$ cat src/rtl/eth_rx_frame_guard.sv
// AXI-Stream rx frame guard: drops frames while disabled, truncates at MAX_BEATS, registered output.
// Define ETH_RX_FRAME_GUARD_STATS_EN to build the frames_ok/frames_dropped/frames_trunc counters.
module eth_rx_frame_guard #(
    parameter int unsigned DATA_W    = 64,
    parameter int unsigned MAX_BEATS = 190,
    parameter int unsigned CNT_W     = 32
) (
    input  logic                  clk,
    input  logic                  rst,
    input  logic                  enable,
    input  logic [DATA_W-1:0]     s_tdata,
    input  logic [DATA_W/8-1:0]   s_tkeep,
    input  logic                  s_tvalid,
    output logic                  s_tready,
    input  logic                  s_tlast,
    output logic [DATA_W-1:0]     m_tdata,
    output logic [DATA_W/8-1:0]   m_tkeep,
    output logic                  m_tvalid,
    input  logic                  m_tready,
    output logic                  m_tlast,
    output logic [CNT_W-1:0]      frames_ok,
    output logic [CNT_W-1:0]      frames_dropped,
    output logic [CNT_W-1:0]      frames_trunc
);
    localparam int unsigned KEEP_W = DATA_W / 8;
    localparam int unsigned BCNT_W = $clog2(MAX_BEATS + 1);
    // beat_cnt + 1 == MAX_BEATS, folded into a constant compare
    localparam logic [BCNT_W-1:0] LAST_BEAT = BCNT_W'(MAX_BEATS - 1);

    typedef enum logic [1:0] {
        ST_IDLE,
        ST_PASS,
        ST_DROP,
        ST_DISCARD
    } state_t;

    state_t              state_q, state_d;
    logic [BCNT_W-1:0]   beat_cnt_q, beat_cnt_d;
    logic [DATA_W-1:0]   m_tdata_q, m_tdata_d;
    logic [KEEP_W-1:0]   m_tkeep_q, m_tkeep_d;
    logic                m_tvalid_q, m_tvalid_d;
    logic                m_tlast_q, m_tlast_d;
    logic                load_ok;
    logic                accept;
    logic                fwd;
    logic                force_last;

    always_ff @(posedge clk or posedge rst) begin
        if (rst) begin
            state_q    <= ST_IDLE;
            beat_cnt_q <= '0;
        end else begin
            state_q    <= state_d;
            beat_cnt_q <= beat_cnt_d;
        end
    end

    always_comb begin
        state_d    = state_q;
        beat_cnt_d = beat_cnt_q;
        if (accept) begin
            unique case (state_q)
                ST_IDLE: begin
                    if (enable) begin
                        if (!s_tlast) begin
                            state_d    = ST_PASS;
                            beat_cnt_d = BCNT_W'(1);
                        end
                    end else if (!s_tlast) begin
                        state_d = ST_DROP;
                    end
                end
                ST_PASS: begin
                    if (s_tlast) begin
                        state_d    = ST_IDLE;
                        beat_cnt_d = '0;
                    end else if (beat_cnt_q == LAST_BEAT) begin
                        state_d    = ST_DISCARD;
                        beat_cnt_d = '0;
                    end else begin
                        beat_cnt_d = beat_cnt_q + 1'b1;
                    end
                end
                default: begin
                    if (s_tlast) state_d = ST_IDLE;
                end
            endcase
        end
    end

    always_comb begin
        load_ok    = !m_tvalid_q | m_tready;
        s_tready   = 1'b1;
        fwd        = 1'b0;
        force_last = 1'b0;
        unique case (state_q)
            ST_IDLE: begin
                s_tready = load_ok;
                fwd      = s_tvalid & load_ok & enable;
            end
            ST_PASS: begin
                s_tready   = load_ok;
                fwd        = s_tvalid & load_ok;
                force_last = fwd & !s_tlast & (beat_cnt_q == LAST_BEAT);
            end
            default: ;
        endcase
        accept = s_tvalid & s_tready;
    end

    always_comb begin
        m_tdata_d  = m_tdata_q;
        m_tkeep_d  = m_tkeep_q;
        m_tlast_d  = m_tlast_q;
        m_tvalid_d = m_tvalid_q;
        if (fwd) begin
            m_tdata_d  = s_tdata;
            m_tkeep_d  = s_tkeep;
            m_tlast_d  = s_tlast | force_last;
            m_tvalid_d = 1'b1;
        end else if (m_tready) begin
            m_tvalid_d = 1'b0;
        end
    end

    always_ff @(posedge clk or posedge rst) begin
        if (rst) begin
            m_tdata_q  <= '0;
            m_tkeep_q  <= '0;
            m_tlast_q  <= 1'b0;
            m_tvalid_q <= 1'b0;
        end else begin
            m_tdata_q  <= m_tdata_d;
            m_tkeep_q  <= m_tkeep_d;
            m_tlast_q  <= m_tlast_d;
            m_tvalid_q <= m_tvalid_d;
        end
    end

    assign m_tdata  = m_tdata_q;
    assign m_tkeep  = m_tkeep_q;
    assign m_tlast  = m_tlast_q;
    assign m_tvalid = m_tvalid_q;

`ifdef ETH_RX_FRAME_GUARD_STATS_EN
    logic             ev_ok, ev_drop, ev_trunc;
    logic [CNT_W-1:0] frames_ok_q, frames_ok_d;
    logic [CNT_W-1:0] frames_dropped_q, frames_dropped_d;
    logic [CNT_W-1:0] frames_trunc_q, frames_trunc_d;

    // Counters saturate at all-ones rather than wrapping
    always_comb begin
        ev_ok            = fwd & s_tlast;
        ev_drop          = accept & (state_q == ST_IDLE) & !enable;
        ev_trunc         = force_last;
        frames_ok_d      = frames_ok_q;
        frames_dropped_d = frames_dropped_q;
        frames_trunc_d   = frames_trunc_q;
        if (ev_ok && (frames_ok_q != '1)) frames_ok_d = frames_ok_q + 1'b1;
        if (ev_drop && (frames_dropped_q != '1)) frames_dropped_d = frames_dropped_q + 1'b1;
        if (ev_trunc && (frames_trunc_q != '1)) frames_trunc_d = frames_trunc_q + 1'b1;
    end

    always_ff @(posedge clk or posedge rst) begin
        if (rst) begin
            frames_ok_q      <= '0;
            frames_dropped_q <= '0;
            frames_trunc_q   <= '0;
        end else begin
            frames_ok_q      <= frames_ok_d;
            frames_dropped_q <= frames_dropped_d;
            frames_trunc_q   <= frames_trunc_d;
        end
    end

    assign frames_ok      = frames_ok_q;
    assign frames_dropped = frames_dropped_q;
    assign frames_trunc   = frames_trunc_q;
`else
    assign frames_ok      = '0;
    assign frames_dropped = '0;
    assign frames_trunc   = '0;
`endif

endmodule
$ cat config.mk
export PLATFORM = sky130hd
export DESIGN_NAME = eth_rx_frame_guard
export DESIGN_NICKNAME = d
export VERILOG_FILES = /design/src/rtl/eth_rx_frame_guard.sv
export SDC_FILE = /design/constraint.sdc
export NUM_CORES = 1
export LEC_CHECK = 0
export BUFFER_PORTS_ARGS = -buffer_cell sky130_fd_sc_hd__buf_2
export CORE_MARGIN = 5
export CORE_UTILIZATION = 39
export CTS_CLUSTER_SIZE = 12
export DETAILED_ROUTE_END_ITERATION = 10
export MAX_ROUTING_LAYER = met4
export PLACE_DENSITY = 0.79
export SYNTH_ARGS = -nofsm -noshare
export SYNTH_HDL_FRONTEND = slang
export SYNTH_SLANG_ARGS = --single-unit
export TNS_END_PERCENT = 1
$ cat constraint.sdc
create_clock -name clk -period 2.7 [get_ports clk]
set_clock_uncertainty 0.05 [all_clocks]
set_input_delay 0.135 -clock clk [delete_from_list [all_inputs] [get_ports clk]]
set_output_delay 0.135 -clock clk [all_outputs]
set_load 0.03 [all_outputs]
==> metrics.txt <==
outcome=completed; leading area contributor after synthesis=dfrtp_1; Worst-Margin Slew=about 0.59 ns; final setup margin=0.731 ns; total track usage=0.160; Setup CP Type=flop to flop; Reg area=about 2100 um2; Setup TNS Final=0 ns; Num CTS Buffers=9; hold_ws=approximately 0.067 ns; achievable clock frequency=508 MHz; final instance area=roughly 5600 um2; Yosys reg bits=84; maximum vdd drop=~0.55 mV; vias per cell=between 4 and 5; CTS tree=built; Pleak=about 2.7 nW; Min Clock Period, post-route=1.97 ns; Post-CTS Setup Inserts=0; DP Worst Slack=roughly 0.7 ns; # fillers=between 800 and 900; Placed Area=4640 um2; grt ovf=0; Skew-Pair Late Insertion Delay=0.34 ns; CP required=around 2.9 ns; core area=between 10,000 and 15,000 um2; relative slew slack=0.609; Std-Cell Rows=37; I/O pin cnt=about 250; Max FO, Critical Path=44; initial antenna violation count=0; Iter 0 DRT Violations=110; CTS H-tree depth=3; Tcrit/Tclk final=0.729; multi-input logic area=1540 um2; Synth Cell Area=4070 um2; critical path capture point type=flop; # DRC=0; largest net degree at the start of global routing=85; # nets final=about 630; Reg clk slew, reported paths=around 0.09 ns; Clock Root Buffer=clkbuf_8; WP data arrival=about 2.1 ns; Clock Path Buffers=2; post-CTS sizing=0; final RePlAce weighted congestion=0.715; Layout area overhead=37.2%; routed wire length=between 9 and 10 mm; Pre-antenna DRT Iters=4; Final Hold Viols=0; post-synth cell types=31; die area=12,600 um2; dominant cells by area after synthesis=dfrtp_1, mux2_2, buf_4; Die Ht=112 um; IO Port Bufs=between 150 and 200; fin. max-slew vios=0; Cell Pwr Density=~930 nW/um2; routed len/inst=~14 um; clock sinks=84; via count=~3,000; syn_area_per_cell=12.7 um2; Max Cap Violations=0; cts hold-fix bufs=74; vias in the first global route=around 3,200; HPWL Detailed=around 6.4 mm; share of layout cells above drive strength 1=0.458; first-pass GRT wire length=roughly 16 mm; initial cell density of the core=0.398; Worst Setup Start Kind=flop; Die Span X=roughly 110 um; Final ANT Viol Nets=0; RSZ-0062 raised after global routing=false; Post-Synthesis Cells=roughly 320; Yosys warning count=0; Seq/Total Area, Yosys=0.517; Synth top area share=0.517; Final setup viols=0; Worst Hold Class=input port to flop
[logic make-up (layout without fill, tap and decap cells)]
| group | Yosys count | count (layout) | share of synthesized area |
|---|---|---|---|
| AOI/OAI and AO/OA | 25 | 25 | 0.0437 |
| adders and majority gates | 2 | 2 | 0.00615 |
| and+or+nand+nor | 26 | 26 | 0.0385 |
| DFF | 84 | 84 | 0.517 |
| other | 1 | 97 | 0.000922 |
| muxes | 72 | 72 | 0.199 |
| buffers and inverters | 111 | 249 | 0.195 |
[report_power, final]
group | internal [W] | switching [W] | total, W
clock network | 0.000457 | 0.000453 | 0.000910
registers | 0.00169 | 0.000242 | 0.00194
logic | 0.000806 | 0.00152 | 0.00233
[synth_stat cells, drive strengths merged]
cell type  number
clkbuf          1
nand2           7
a32o            1
or2             1
a31o            1
o31ai           1
o2111ai         1
nand3           3
o21ba           1
inv             5
buf           105
and2b           1
mux2           72
a21oi           8
and4            2
ha              2
or4             1
nand2b          3
o2bb2ai         1
or3             6
a221oi          1
a31oi           1
nor2b           1
dfrtp          84
conb            1
a41oi           2
o21ai           7
nor2            1
[stage by stage]
stage	utilization	cells	power (W)
after floorplan	-	416	0.00365
after global placement	0.453	600	0.00413
after detailed placement	0.453	600	0.00420
after CTS	0.545	690	0.00521
after global routing	0.545	690	0.00546
final	0.545	691	0.00517
[flip-flops by register name (all words and copies together) (netlist names)]
signal,flops
m_tlast,1
m_tkeep,8
state_q,2
beat_cnt_q,8
m_tdata,64
m_tvalid,1
[worst max-delay path, stage by stage (launching register included)]
cell     delay [ns]
dfrtp_1        0.45
o21ba_4        0.27
nand3_4        0.37
buf_12         0.29
mux2_2         0.38
[path summary, 6_finish.rpt]
path / start / end / slack, ns / cells past startpoint
min reg2reg: m_tlast / m_tlast / 0.44 / 2
max: state_q[0] / m_tdata[58] / 0.73 / 4
max reg2reg: state_q[0] / m_tdata[58] / 0.73 / 4
min: s_tvalid / m_tvalid / 0.07 / 3
max in group asynchronous: rst / m_tdata[38] / 1.86 / 4
min in group asynchronous: rst / m_tdata[29] / 0.38 / 4
[cell usage in the layout (no fill, tap or decap), types with 2 or more instances in the layout]
| cell type | n |
|---|---|
| or3_1 | 2 |
| o21ai_0 | 7 |
| ha_1 | 2 |
| dlygate4sd3_1 | 74 |
| buf_12 | 2 |
| a41oi_1 | 2 |
| clkbuf_8 | 10 |
| nand2b_1 | 3 |
| buf_2 | 152 |
| conb_1 | 96 |
| or3_2 | 4 |
| nand2_1 | 7 |
| clkinv_2 | 2 |
| dfrtp_1 | 84 |
| and4_1 | 2 |
| inv_1 | 4 |
| mux2_2 | 72 |
| a21oi_1 | 7 |
| nand3_1 | 2 |
[layout make-up]
type / instances / area share
Multi-Input combinational cell: 221 / 0.276
Antenna cell: 1 / 0.000448
Clock inverter: 5 / 0.0108
Timing Repair Buffer: 228 / 0.276
Tap cell: 136 / 0.0305
Clock buffer: 11 / 0.0253
Inverter: 5 / 0.00359
Sequential cell: 84 / 0.377
[routing by layer]
layer,wire length [um],up-vias,track usage
li1,-,1359,-
met1,3510,1411,0.169
met2,5190,173,0.272
met3,983,27,0.0469
met4,291,0,0.0777
met5,0,-,-
Note: power is estimated with default switching activity, not from simulation.
